`src/rtl/seq_divider.sv`:
```
// Multi-cycle restoring divider: one quotient bit per clock, result packed {remainder, quotient}.
// Signed division is compiled in when SEQ_DIVIDER_SIGNED_EN is defined.
module seq_divider #(
    parameter int unsigned WIDTH = 32
) (
    input  logic               clk,
    input  logic               clr,
    input  logic               start,
    input  logic               signed_op,
    input  logic [WIDTH-1:0]   dividend,
    input  logic [WIDTH-1:0]   divisor,
    output logic               busy,
    output logic               done,
    output logic               div_by_zero,
    output logic [2*WIDTH-1:0] result
);

    localparam int unsigned CntW = $clog2(WIDTH);

    typedef enum logic [1:0] {StIdle, StRun, StFix, StDone} state_e;

    state_e             state_q, state_d;
    logic [2*WIDTH-1:0] rq_q, rq_d;
    logic [WIDTH-1:0]   dvs_q, dvs_d;
    logic [CntW-1:0]    cnt_q, cnt_d;
    logic               dbz_q, dbz_d;
    logic               done_q, done_d;
    logic [2*WIDTH-1:0] result_q, result_d;

    logic [WIDTH-1:0]   mag_a, mag_b;
    logic               sgn_a, sgn_b;
    logic               divisor_zero;
    logic [WIDTH:0]     r_sh, trial;

    assign divisor_zero = (divisor == '0);

`ifdef SEQ_DIVIDER_SIGNED_EN
    logic neg_q_q, neg_q_d;
    logic neg_r_q, neg_r_d;

    assign sgn_a = signed_op & dividend[WIDTH-1];
    assign sgn_b = signed_op & divisor[WIDTH-1];
    assign mag_a = sgn_a ? -dividend : dividend;
    assign mag_b = sgn_b ? -divisor : divisor;
`else
    logic unused_signed_op;

    assign unused_signed_op = signed_op;
    assign sgn_a = 1'b0;
    assign sgn_b = 1'b0;
    assign mag_a = dividend;
    assign mag_b = divisor;
`endif

    // Shifted partial remainder needs WIDTH+1 bits so its top bit is not lost before the trial.
    assign r_sh  = rq_q[2*WIDTH-1:WIDTH-1];
    assign trial = r_sh - {1'b0, dvs_q};

    always_ff @(posedge clk) begin
        if (!clr) begin
            state_q <= StIdle;
        end else begin
            state_q <= state_d;
        end
    end

    always_comb begin
        state_d = state_q;
        unique case (state_q)
            StIdle:  if (start) state_d = divisor_zero ? StDone : StRun;
            StRun:   if (cnt_q == CntW'(WIDTH - 1)) state_d = StFix;
            StFix:   state_d = StDone;
            StDone:  state_d = StIdle;
            default: state_d = StIdle;
        endcase
    end

    always_comb begin
        busy = (state_q != StIdle);
    end

    always_comb begin
        rq_d     = rq_q;
        dvs_d    = dvs_q;
        cnt_d    = cnt_q;
        dbz_d    = dbz_q;
        result_d = result_q;
        done_d   = 1'b0;
`ifdef SEQ_DIVIDER_SIGNED_EN
        neg_q_d  = neg_q_q;
        neg_r_d  = neg_r_q;
`endif
        unique case (state_q)
            StIdle: begin
                if (start) begin
                    dvs_d = mag_b;
                    cnt_d = '0;
                    dbz_d = divisor_zero;
                    // Divide by zero skips the datapath: remainder is the raw dividend.
                    rq_d  = divisor_zero ? {dividend, {WIDTH{1'b1}}} : {{WIDTH{1'b0}}, mag_a};
`ifdef SEQ_DIVIDER_SIGNED_EN
                    neg_q_d = sgn_a ^ sgn_b;
                    neg_r_d = sgn_a;
`endif
                end
            end
            StRun: begin
                rq_d  = {(trial[WIDTH] ? r_sh[WIDTH-1:0] : trial[WIDTH-1:0]),
                         rq_q[WIDTH-2:0], ~trial[WIDTH]};
                cnt_d = cnt_q + CntW'(1);
            end
            StFix: begin
`ifdef SEQ_DIVIDER_SIGNED_EN
                rq_d = {(neg_r_q ? -rq_q[2*WIDTH-1:WIDTH] : rq_q[2*WIDTH-1:WIDTH]),
                        (neg_q_q ? -rq_q[WIDTH-1:0] : rq_q[WIDTH-1:0])};
`endif
            end
            StDone: begin
                result_d = rq_q;
                done_d   = 1'b1;
            end
            default: ;
        endcase
    end

    always_ff @(posedge clk) begin
        if (!clr) begin
            rq_q     <= '0;
            dvs_q    <= '0;
            cnt_q    <= '0;
            dbz_q    <= 1'b0;
            done_q   <= 1'b0;
            result_q <= '0;
`ifdef SEQ_DIVIDER_SIGNED_EN
            neg_q_q  <= 1'b0;
            neg_r_q  <= 1'b0;
`endif
        end else begin
            rq_q     <= rq_d;
            dvs_q    <= dvs_d;
            cnt_q    <= cnt_d;
            dbz_q    <= dbz_d;
            done_q   <= done_d;
            result_q <= result_d;
`ifdef SEQ_DIVIDER_SIGNED_EN
            neg_q_q  <= neg_q_d;
            neg_r_q  <= neg_r_d;
`endif
        end
    end

    assign done        = done_q;
    assign div_by_zero = dbz_q;
    assign result      = result_q;

endmodule

```
`config.mk`:
```
export PLATFORM = sky130hd
export DESIGN_NAME = seq_divider
export DESIGN_NICKNAME = d
export VERILOG_FILES = /design/src/rtl/seq_divider.sv
export SDC_FILE = /design/constraint.sdc
export NUM_CORES = 1
export LEC_CHECK = 0
export ABC_CLOCK_PERIOD_IN_PS = 8600
export CORE_MARGIN = 2
export CORE_UTILIZATION = 51
export DETAILED_ROUTE_END_ITERATION = 10
export GPL_TIMING_DRIVEN = 0
export HOLD_SLACK_MARGIN = 0.03
export MAX_ROUTING_LAYER = met4
export PLACE_DENSITY = 0.81
export SYNTH_ARGS = -nofsm -noshare
export SYNTH_HDL_FRONTEND = slang
export SYNTH_SLANG_ARGS = --single-unit
```
`constraint.sdc`:
```
create_clock -name clk -period 8.6 [get_ports clk]
set_input_delay 1.72 -clock clk [delete_from_list [all_inputs] [get_ports clk]]
set_output_delay 1.72 -clock clk [all_outputs]
set_load 0.005 [all_outputs]
```
# Word-level counts from Yosys, hierarchy flattened

Index checks and enable logic that the tools add are counted.

Bits of input ports: 68
Memory bits (writable): 0
Output and inout bits: 67
Memories kept: 0
Memory bits (read-only): 0
Register bits: 169
Latch bits: 0

Div/mod/pow operators: 0
Shift-type cells: 0
Magnitude comparators: 0
Add/subtract/negate cells: 2
Reduce and logical (&&, ||, !) cells: 7
Multiplexer cells: 11
Bitwise gates (word level): 1
Equality and inequality tests: 6
$mul: 0

Operators by type and width:

| operator              | count |
|---|---|
| $mux W64              | 2 |
| $pmux W64 S2          | 1 |
| $sub A33 B32 Y33      | 1 |
| $logic_not A32 Y1     | 1 |
| $mux W32              | 1 |
| $pmux W5 S2           | 1 |
| $pmux W2 S4           | 1 |
| $mux W2               | 3 |
| $reduce_and A2 Y1     | 3 |
| $add A5 B1 Y5 const B | 1 |
| $eq A5 B5 Y1 const B  | 1 |
| $mux W5               | 1 |
| $eq A2 B2 Y1 const B  | 2 |
| $ne A2 B2 Y1 const B  | 2 |
| $reduce_bool A2 Y1    | 2 |
| $eq A2 B1 Y1 const B  | 1 |
| $logic_not A2 Y1      | 1 |
| $mux W1               | 1 |
| $not A1 Y1            | 1 |

# Longest topological paths before layout

Gate-level depths: netlist of run 1.

Word-level depth: 4
Gate-level depth with buffers: 14
Depth with buffers taken out: 12

# Least setup slack after synthesis of run 1

OpenSTA, ideal clock, no wires.

Path type: input-to-reg
Start: in divisor[24]
End: reg rq_q[10]
Data required time: 8530 ps
Library setup time: 70 ps
Arrival time: 3321 ps
Stages: 8
Path slack: 5209 ps
Path through: nor4_1 nand4_1 or2_1 clkbuf_1 nor2_1 nand2_1 clkbuf_1 a21oi_1

Longest elaborated chain between the ends: 4

Ends and longest elaborated chain:

| item                   | RTL line | RTL |
|---|---|---|
| start: declaration     | 11       | `input logic [WIDTH-1:0] divisor,` |
| $logic_not A32 Y1      | 35       | `assign divisor_zero = (divisor == '0);` |
| $mux W64               | 100      | `rq_d = divisor_zero ? {dividend, {WIDTH{1'b1}}} : {{WIDTH{1'b0}}, mag_a};` |
| $mux W64               | 95       | `if (start) begin` |
| $pmux W64 S2           | 93       | `unique case (state_q)` |
| end signal: assignment | 139      | `rq_q <= rq_d;` |
| end: declaration       | 23       | `logic [2*WIDTH-1:0] rq_q, rq_d;` |

No other way between the ends. The select of a mux whose other input is x is not followed.
A chain may end at the register's enable or synchronous reset.

# Worst setup path after layout of run 1

Start: in divisor[23]
End: reg rq_q[16]

Same word-level chain as after synthesis.

==> impl_results.md, run 1 <==
- CP endpoint kind: flip-flop
- Post-CTS setup buffers: 0
- Yosys cell types: 59
- DP HPWL: 21.6 mm
- Leading cell type in the layout, fill and taps excluded: dfxtp_1
- Post-Synth Adder-Cell Area: 0.0553
- Asr flop ratio synth: 0
- Share of cells above drive strength 1: 0.0368
- Status: completed
- Antenna cell count: 0
- Placer Congestion: 0.992
- Clock tree buffer depth: 2
- Worst Path Required: 8.96 ns
- Slew Limit Headroom: 0.324
- FF+latch count, synth: 169
- Synthesized cell area: 8960 sq um
- Final min period: 4.43 ns
- Routed WL: 28.4 mm
- Syn avg cell area: 8.06 sq um
- Placed insts: 1470
- Routed vias: 9050
- Area Growth Syn to Fin: 24.8%
- Final non-filler cell total: 1501
- Most frequent cells in the layout: dfxtp_1, nand2_1, a21oi_1
- Largest net degree at the start of global routing: 17
- Critical path class: input port to flip-flop
- P per Cell Area: 399 nW/um^2
- CTS H-tree lvls: 4
- Starting DRC count in detailed routing: 1039
- Ys flop type: dfxtp_1
- GRT Residual Overflow: 0
- R2R Setup Slk: 5.10 ns
- Clock root buffer: clkbuf_16
- Row count: 48
- R2R Path End: rq_q[37]
- Cts bufs inserted: 17
- Post-CTS sizing: 0
- Hold Fails Final Rpt: 0
- CTS clk-pin slew, worst paths: 0.07 ns
- First-pass GRT wire length: 44.2 mm
- Vias in the first global route: 8381
- EDFF count, synth: 0
- Path depth of the worst reg2reg path: 12
- Clk_skew: 0.00647 ns
- Critical path fanouts, max: 10
- Hold crit path type: flip-flop to flip-flop
- Avg WL per Cell: 18.9 um
- Final TNS setup: 0 ns
- Die height: 137 um
- CP startpoint kind: input port
- Post-synthesis xor/xnor area fraction: 0.0254
- Crit path from: divisor[23]
- Total power: 4.46 mW
- Antenna-violating nets left: 0
- Hold path cells: 2
- Max Fclk: 226 MHz
- Final Cycle Share: 0.515
- Largest family of logic cells by synthesized area: compound AO/OA/AOI/OAI gates
- Die Area: 18600 sq um
- Max-slew violations: 0
- CP arrival: 4.78 ns
- Cell count after synthesis: 1112
- Hold Slack: 0.456 ns
- # IOs: 135
- Core area: 17200 sq um
- Via/cell ratio: 6.03
- Post-synthesis compound-gate area fraction: 0.223
- Hold-fix buffers, CTS: 0
- DR pass1 iterations: 6
- Simple-gate portion of the synthesized area: 0.169
- Clk Latency, worst-skew pair: 0.43 ns
- Mapped Nets: 1219
- Initial Utilization: 0.520
- Max Cap Viol: 0
- Mux contribution to synthesized area: 0.0961
- Gr usage total: 0.318
- IR drop worst, VDD: 0.267 mV
- Nets: 1371
- Finish-stage setup viols: 0
- Clock Sinks: 169
- DRC Markers: 0
- Worst-Margin Slew: 1.01 ns
- Cell leakage power: 4.18 nW
- PortBufs: 133
- CTS tree: done
- FF-to-FF Start: rq_q[31]
- Unrepaired setup endpoints after global routing: no
- Die Span X: 137 um
- Capture point of the critical path: rq_q[16]
- Yosys Warn Count: 0
- Sequential area share after synthesis: 0.378
- Initial antenna violation count: 0
-- layer usage --
metal  part of all wire  vias up  global-route usage
met2               0.45      483               0.482
met1               0.41     4208               0.399
met4              0.053        0               0.166
met3              0.089      128              0.0696
met5                  0        -                   -
li1                   -     4231                   -
-- final cells by class --
class / instances / area (sq um)
clock buffer: 18 / 429
tap: 225 / 282
sequential: 169 / 3380
inverter: 53 / 199
buffer: 70 / 283
clock inverter: 13 / 181
multi-input combinational: 820 / 5090
fill: 1514 / 6060
timing repair buffer: 133 / 1330
-- stage by stage --
stage / setup WS [ns] / util / area, sq um
floorplan: 5.21 / - / 8960
global placement: 3.97 / 0.613 / 10600
detailed placement: 3.90 / 0.613 / 10600
CTS: 4.27 / 0.649 / 11200
global route: 4.00 / 0.649 / 11200
finish: 4.17 / 0.649 / 11200
-- synth_stat cells (4+ instances only) --
cell,n,area share
o21a_1,5,0.0042
nand2b_1,8,0.0056
o22ai_1,6,0.0042
o21ai_1,12,0.0067
a221oi_1,4,0.0039
o21ai_0,64,0.036
nand4_1,13,0.0091
nand2_1,143,0.060
buf_2,4,0.0022
ha_1,38,0.053
dfxtp_1,169,0.38
nor2b_1,7,0.0049
nand3_1,31,0.017
xor2_1,9,0.0088
and3_1,4,0.0028
nor2_1,103,0.043
a211oi_1,9,0.0075
o221a_1,9,0.011
mux2i_1,86,0.096
and2_1,4,0.0028
xnor2_1,17,0.017
a21oi_1,134,0.075
or3_1,7,0.0049
o211ai_1,12,0.010
a31oi_1,13,0.0091
nor4_1,9,0.0063
a21o_1,18,0.015
nor3_1,12,0.0067
buf_1,7,0.0029
o21bai_1,5,0.0042
inv_1,53,0.022
a22oi_1,6,0.0050
clkbuf_1,57,0.024
-- critical path, cell delays in order --
cell and delay, ns:
clkdlybuf4s50_1 0.42, nor4_1 0.43, nand4_1 0.20, or2_1 0.31, clkbuf_1 0.21, nor2_1 0.44, nand2_1 0.44, clkbuf_1 0.38
a21oi_1 0.23
-- logic make-up after synthesis --
| kind of cell | count (synthesis) |
|---|---|
| adders and majority gates | 39 |
| AOI/OAI and AO/OA | 323 |
| xor gates and xnor gates | 26 |
| DFF | 169 |
| buffers and inverters | 123 |
| muxes | 86 |
| and+or+nand+nor | 346 |
-- flip-flops by register name, summed over array words and instances (netlist names) --
signal       count
done             1
result          64
rq_q            64
div_by_zero      1
state_q          2
cnt_q            5
dvs_q           32
-- worst min path at each step --
stage | from | end | slack, ns
after detailed placement | dvs_q[23] | dvs_q[23] | 0.45
after global routing | dvs_q[30] | dvs_q[30] | 0.47
after global placement | dvs_q[30] | dvs_q[30] | 0.44
final | dvs_q[24] | dvs_q[24] | 0.46
after floorplan | dvs_q[10] | dvs_q[10] | 0.44
after CTS | dvs_q[23] | dvs_q[23] | 0.46
-- report_power, final --
part | internal (mW) | switching, mW
Combinational | 0.983 | 1.53
Clock | 0.465 | 0.343
Sequential | 0.957 | 0.183
Note: power is estimated with default switching activity, not from simulation.
==> run 2, diff against run 1 <==
ABC_CLOCK_PERIOD_IN_PS = 4300   (was 8600)
clock period = 4.3 ns   (was 8.6 ns; I/O delays follow)
==> results of run 2 <==
Same layout as run 1 (identical final DEF). Status: completed.
Among the figures that moved: setup slack after placement 3.90 ns -> 0.460 ns; setup slack after layout 4.17 ns -> 0.733 ns; register-to-register setup slack 5.10 ns -> 0.80 ns; total power 4.46 mW -> 8.93 mW; worst IR drop on VDD 0.267 mV -> 0.534 mV
